[config.mk]
export PLATFORM = sky130hd
export DESIGN_NAME = branch_predictor
export DESIGN_NICKNAME = d
export VERILOG_FILES = /design/src/rtl/branch_predictor.sv
export SDC_FILE = /design/constraint.sdc
export NUM_CORES = 1
export LEC_CHECK = 0
export ABC_AREA = 1
export CAP_MARGIN = 20
export CORE_ASPECT_RATIO = 1.4
export CORE_UTILIZATION = 30
export DETAILED_ROUTE_END_ITERATION = 6
export DONT_BUFFER_PORTS = 1
export GPL_ROUTABILITY_DRIVEN = 0
export PLACE_DENSITY = 0.47
export SETUP_SLACK_MARGIN = 0.05
export SYNTH_ARGS = -nofsm -noshare
export SYNTH_HDL_FRONTEND = slang
export SYNTH_SLANG_ARGS = --single-unit
[constraint.sdc]
create_clock -name clk -period 2.7 [get_ports clk]
set_clock_uncertainty 0.2 [all_clocks]
set_input_delay 0.54 -clock clk [delete_from_list [all_inputs] [get_ports clk]]
set_output_delay 0.54 -clock clk [all_outputs]
set_load 0.02 [all_outputs]
[src/rtl/branch_predictor.sv]
// Bimodal branch predictor: 2-bit saturating counter table indexed by PC,
// plus execute-side branch resolution, registered redirect and perf counters.
module branch_predictor #(
  parameter int         AWIDTH      = 32,
  parameter int         BHT_ENTRIES = 64,
  parameter logic [1:0] INIT_STATE  = 2'b01
) (
  input  logic              clk,
  input  logic              rst,
  input  logic [AWIDTH-1:0] fetch_pc_i,
  output logic              pred_taken_o,
  input  logic              ex_valid_i,
  input  logic [6:0]        ex_opcode_i,
  input  logic [2:0]        ex_funct3_i,
  input  logic [AWIDTH-1:0] ex_pc_i,
  input  logic [AWIDTH-1:0] ex_target_i,
  input  logic              ex_pred_taken_i,
  input  logic              breq_i,
  input  logic              brlt_i,
  output logic              ex_taken_o,
  output logic              mispredict_o,
  output logic [AWIDTH-1:0] redirect_pc_o,
  output logic [31:0]       branch_cnt_o,
  output logic [31:0]       mispredict_cnt_o
);

  localparam int         IDXW       = $clog2(BHT_ENTRIES);
  localparam logic [6:0] OPC_BRANCH = 7'b1100011;

  logic [1:0]        bht_q [BHT_ENTRIES];
  logic [1:0]        bht_d [BHT_ENTRIES];
  logic              mispredict_q, mispredict_d;
  logic [AWIDTH-1:0] redirect_pc_q, redirect_pc_d;
  logic [31:0]       branch_cnt_q, branch_cnt_d;
  logic [31:0]       mispredict_cnt_q, mispredict_cnt_d;

  logic [IDXW-1:0]   fetch_idx;
  logic [IDXW-1:0]   ex_idx;
  logic              is_br;
  logic              f3_ok;
  logic              taken_raw;
  logic [1:0]        ex_ctr;
  logic              unused_fetch_bits;

  assign fetch_idx    = fetch_pc_i[IDXW+1:2];
  assign ex_idx       = ex_pc_i[IDXW+1:2];
  // Fetch reads the registered table only, so an update in flight is not bypassed.
  assign pred_taken_o = bht_q[fetch_idx][1];

  assign unused_fetch_bits = ^{fetch_pc_i[AWIDTH-1:IDXW+2], fetch_pc_i[1:0]};

  always_comb begin
    f3_ok     = 1'b0;
    taken_raw = 1'b0;
    case (ex_funct3_i)
      3'b000: begin f3_ok = 1'b1; taken_raw = breq_i;  end
      3'b001: begin f3_ok = 1'b1; taken_raw = ~breq_i; end
      3'b100,
      3'b110: begin f3_ok = 1'b1; taken_raw = brlt_i;  end
      3'b101,
      3'b111: begin f3_ok = 1'b1; taken_raw = ~brlt_i; end
      default: begin f3_ok = 1'b0; taken_raw = 1'b0;   end
    endcase
    is_br      = ex_valid_i && (ex_opcode_i == OPC_BRANCH) && f3_ok;
    ex_taken_o = is_br && taken_raw;
  end

  always_comb begin
    bht_d  = bht_q;
    ex_ctr = bht_q[ex_idx];
    if (is_br) begin
      if (ex_taken_o) begin
        if (ex_ctr != 2'b11) bht_d[ex_idx] = ex_ctr + 2'd1;
      end else begin
        if (ex_ctr != 2'b00) bht_d[ex_idx] = ex_ctr - 2'd1;
      end
    end
  end

  always_comb begin
    mispredict_d     = is_br && (ex_taken_o != ex_pred_taken_i);
    redirect_pc_d    = redirect_pc_q;
    branch_cnt_d     = branch_cnt_q;
    mispredict_cnt_d = mispredict_cnt_q;
    if (mispredict_d) begin
      redirect_pc_d = ex_taken_o ? ex_target_i : (ex_pc_i + AWIDTH'(4));
    end
    if (is_br && (branch_cnt_q != 32'hFFFF_FFFF)) begin
      branch_cnt_d = branch_cnt_q + 32'd1;
    end
    if (mispredict_d && (mispredict_cnt_q != 32'hFFFF_FFFF)) begin
      mispredict_cnt_d = mispredict_cnt_q + 32'd1;
    end
  end

  always_ff @(posedge clk) begin
    if (!rst) begin
      for (int i = 0; i < BHT_ENTRIES; i++) begin
        bht_q[i] <= INIT_STATE;
      end
      mispredict_q     <= 1'b0;
      redirect_pc_q    <= '0;
      branch_cnt_q     <= '0;
      mispredict_cnt_q <= '0;
    end else begin
      bht_q            <= bht_d;
      mispredict_q     <= mispredict_d;
      redirect_pc_q    <= redirect_pc_d;
      branch_cnt_q     <= branch_cnt_d;
      mispredict_cnt_q <= mispredict_cnt_d;
    end
  end

  assign mispredict_o     = mispredict_q;
  assign redirect_pc_o    = redirect_pc_q;
  assign branch_cnt_o     = branch_cnt_q;
  assign mispredict_cnt_o = mispredict_cnt_q;

endmodule

# Word-level counts from Yosys, hierarchy flattened
# Index checks and enable logic that the tools add are counted.
[totals]
rom_bits = 0
word_cells = 121
latch_bits = 0
reg_bits = 225
n_memories = 0
inputBits = 112
mem_bits_rw = 0
[op_classes]
eq_ne = 11
addsub = 5
n_reduce_logical = 14
bitwise_logic = 4
multipliers = 0
div = 0
n_lt_le_gt_ge = 3
shift = 0
n_mux = 16
[op_table]
columns = ["operator", "count"]
rows = [
  ["128-bit 2-to-1 mux", 3],
  ["128-bit bitwise mux", 2],
  ["32-bit by 1-bit adder with 32-bit output, second input constant", 2],
  ["32-bit inequality test, second input constant", 2],
  ["32-bit by 3-bit adder with 32-bit output, second input constant", 1],
  ["32-bit 2-to-1 mux", 1],
  ["2-bit binary-select mux with 6-bit select", 2],
  ["7-bit greater-or-equal comparator, second input constant", 2],
  ["6-bit NOT with 7-bit output", 2],
  ["2-bit demux with 6-bit select", 1],
  ["3-bit equality test, second input constant", 4],
  ["2-bit 2-to-1 mux", 5],
  ["7-bit equality test, second input constant", 1],
  ["1-bit logical AND", 7],
  ["7-bit by 1-bit less-than comparator with 1-bit output, second input constant", 1],
  ["6-bit OR reduction", 1],
  ["1-bit case mux with 4 select lines", 1],
  ["2-bit nonzero test", 2],
  ["2-bit OR reduction", 2],
  ["3-bit by 1-bit equality test with 1-bit output, second input constant", 1],
  ["3-bit logical NOT", 1],
  ["3-bit AND reduction", 1],
  ["2-bit by 1-bit adder with 2-bit output, second input constant", 1],
  ["2-bit by 1-bit inequality test with 1-bit output, second input constant", 1],
  ["other kinds (5)", 6],
]

# Depth between registers and ports, before layout
[logic_depth]
depth_word = 8
depth_mapped = 23

# Worst setup path after synthesis
# No wires, ideal clock.
[synth_path]
path_kind = "input to register"
startpoint = "input ex_pc_i[2]"
endpoint = "register (tool-made name)"
cell_stages = 22
required_ps = 2385
path_slack_ps = -264
arrival_ps = 2649
path_buffers = 4
cell_sequence = "buf_4 inv_4 buf_6 nand2_1 nand2_1 nand2_1 nand2_1 nand2_1 nand2_1 nand2_1 nand2_1 nor2_1 buf_4 nand2_1 inv_1 ha_1 nand3b_1 nand2_1 buf_2 nand4_1 a21oi_1 nand2_1"
[synth_lines]
columns = ["item", "line", "rtl"]
rows = [
  ["start: declaration", "15", "input logic [AWIDTH-1:0] ex_pc_i,"],
]

==> results by group <==
Outcome
  – Run status: finished with violations
  – Failing checks: setup timing

Floorplanning
  – Die height: 260 um
  – Starting Density: 30.4%
  – Total die area: 0.0484 mm2
  – Number of core rows: 94
  – Core area: 0.0469 mm2
  – Die W: 186 um
  – Top-level port count: 211

Worst setup path
  – Critical path's top delay family: simple AND/OR/NAND/NOR gates
  – Delay of the slowest cell on the worst path: 0.33 ns
  – Slowest cell on the critical path: dfxtp_1
  – Type of the setup path with the least slack: reg -> reg
  – Crit-path most repeated cell: nand2_1
  – Crit. End Element: flip-flop
  – Buf+Inv Stages, Crit Path: 4
  – Setup crit start kind: flip-flop
  – Crit Reg-Reg Startpoint: bht_q[27]$_SDFFE_PN0P_
  – Largest fanout on the critical path: 8
  – WP data arrival: 2.99 ns
  – Launching instance or port of the critical path: bht_q[27]$_SDFFE_PN0P_
  – Ordered cell list for the critical path: inv_1, o21ai_2, nand2_1, nand2_1, nand2_1, nand2_1, nand2_1, nand2_1, nor2_1, nand2_1, inv_2, ha_4, nand3b_1, nand2_8, buf_12, clkbuf_16, nand4_1, a21oi_2, nand2_1
  – Worst EP required: 2.95 ns

STA
  – Slew Viols, Final: 0
  – WHS: 0.0337 ns
  – Least setup slack across all paths after layout: -0.0441 ns
  – Minimum clock period after layout: 2.74 ns
  – Final-report hold violation count: 0
  – Period Utilization, post-route: 102%
  – Number of failing setup endpoints in the final timing report: 14
  – Slew of the pin with the lowest slew margin: 0.714 ns
  – Highest attainable clock frequency: 364 MHz
  – Max_slew headroom: 52.4%
  – Setup repair after global routing missed its margin: yes

Clock network
  – Clock root buffer master: clkbuf_16
  – CTS Buffer Depth: 3
  – Number of levels the H-tree was split into: 1
  – Insertion delay to the later sink of the worst-skew pair: 0.56 ns
  – Clock net sink count: 225
  – Number of buffers created by CTS: 26
  – CTS tree: done
  – Clock-pin slew on the worst setup and hold paths: 0.06 ns

Final layout
  – Utilization of the core after routing: 37.0%
  – Area of the multi-input gates: 0.00875 mm2
  – Final net count: 2646
  – Antenna Cells: 0
  – Filler Cell Count: 5145
  – Final instance area: 0.0174 mm2
  – Flip-flop and latch area: 0.00452 mm2
  – Layout Area Growth over Synthesis: 21.9%
  – Fraction of layout instances using a drive strength above 1: 12.6%
  – Number of standard cells in the final layout excluding fillers: 3169

Placement
  – Placed wire-length estimate after detailed placement: 39800 um
  – Inst Count DP: 3090
  – Count of buffers from port buffering: 0
  – Placed cell area: 0.0159 mm2

Synthesis
  – Most frequent cell after synthesis: nand2_1
  – Share of the yosys chip area belonging to registers: 31.6%
  – Area fraction of the dominant cell type after synthesis: 31.6%
  – Mean cell area of the mapped netlist: 5.86 um2
  – Dominant cell type by area after synthesis: dfxtp_1
  – Syn Std Cell Area: 0.0143 mm2
  – Gate count of the mapped netlist: 2433
  – Yosys cell types: 35
  – Primary FF master, synth: dfxtp_1
  – Yosys warning count: 0
  – Synthesized netlist net count: 2550
  – Top cells by count, synth: nand2_1 (938), nor2_1 (369), dfxtp_1 (225)
  – Post-synth EDFFs: 0
  – Fraction of synthesis flops using an asynchronous set or reset pin: 0%
  – Leading cell types by total area after synthesis: dfxtp_1 (32%), nand2_1 (25%), nor2_1 (9.7%)
  – #FFs+latches synth: 225

Hold path
  – Hold WC Path Type: in -> reg
  – Source of the worst hold timing path: ex_target_i[0]

Drt
  – Routed WL per cell: 18.0 um
  – Antenna Nets Post-Route: 0
  – Iteration-0 DRC count of the detailed router: 1026
  – Number of vias after detailed routing: 15900
  – Vias per inst: 5.02
  – First-pass iteration count of the detailed router: 5
  – DRC viols: 0
  – Final WL: 57000 um

Power
  – Pwr dens: 455 mW/mm2
  – Max rail drop VDD: 0.363 mV
  – Static Leak: 7.31 nW

Global route
  – Grt ovf: 0
  – Largest net degree at the start of global routing: 107
  – Overall fraction of global-route tracks in use: 22.8%
  – Vias in the first global route: 14900
  – Number of antenna violations at the first check in global routing: 0
  – Wire length of the first global-routing pass: 85100 um

Job
  – Maximum capacitance violations: 0
routing by layer:
metal  global-route usage [%]  up-vias  share of wire [%]
met5                        0        -                  0
met4                     8.90        0                4.1
met3                     2.93      118                6.2
met2                     42.5      512                 52
met1                     25.7     7332                 38
li1                         -     7952                  -
worst reg2reg max path: stages (launching register included):
cell	delay, ns
dfxtp_1	0.33
inv_1	0.06
o21ai_2	0.12
nand2_1	0.06
nand2_1	0.10
nand2_1	0.06
nand2_1	0.07
nand2_1	0.05
nand2_1	0.08
nor2_1	0.05
nand2_1	0.09
inv_2	0.05
ha_4	0.15
nand3b_1	0.26
nand2_8	0.19
buf_12	0.14
clkbuf_16	0.16
nand4_1	0.17
a21oi_2	0.19
nand2_1	0.06
power breakdown:
group	switching, mW	leakage, nW	internal (mW)
logic	0.596	5.07	0.359
clock network	1.53	0.419	2.11
registers	0.00197	1.82	3.32
path summary, 6_finish.rpt:
path	to	slack [ns]	cells after the start
hold reg to reg	flip-flop	0.26	2
setup / recovery	flip-flop	-0.04	19
setup reg to reg	flip-flop	-0.04	19
hold / removal	redirect_pc_o[0]$_SDFFE_PN0P_	0.03	4
stage by stage:
stage	TNS, ns	worst slack, ns	total power, mW
after floorplan	-4.89	-0.0841	3.97
after global placement	-26.32	-0.291	4.16
after detailed placement	-27.65	-0.297	4.16
after CTS	0	0.0511	7.86
after global routing	-13.51	-0.201	8.17
final	-0.280	-0.0441	7.91
repair_timing:
action                     4_1_cts  5_1_grt
setup endpoints to repair        1      131
gates cloned                     0        6
setup buffers                    0        8
pin swaps                        2       45
resized for setup                7       74
hold endpoints to repair        97        0
hold buffers                    21        0
cells in the final DEF, fill, tap and decap left out, drive strengths merged:
master	count
nand3	151
o211ai	1
nand2	942
dlygate4sd3	20
o21ai	87
nand3b	24
and2	1
nor2	372
clkbuf	40
xnor2	8
or2	3
o21bai	1
buf	174
bufinv	2
xor2	33
clkinv	8
inv	149
a21oi	180
nand4	82
nor3	36
ha	5
nor4	1
dfxtp	225
area by class of cell:
| type | count | share of cell area (%) |
|---|---|---|
| Sequential cell | 225 | 26.0 |
| Timing Repair Buffer | 198 | 11.0 |
| Clock buffer | 36 | 4.31 |
| Clock inverter | 8 | 0.518 |
| Multi-Input combinational cell | 1927 | 50.4 |
| Tap cell | 624 | 4.49 |
| Inverter | 151 | 3.32 |
cells by family (layout without fill, tap and decap cells):
kind of cell	after synthesis	in the layout	synth area share, %
AO/OA/AOI/OAI	269	269	9.48
XOR/XNOR	41	41	2.57
adder cells (fa/ha/maj)	5	5	0.439
buffers and inverters	281	393	8.85
flip-flops	225	225	31.6
AND/OR/NAND/NOR	1612	1612	47.1
Power figures use the tool's default switching activity.
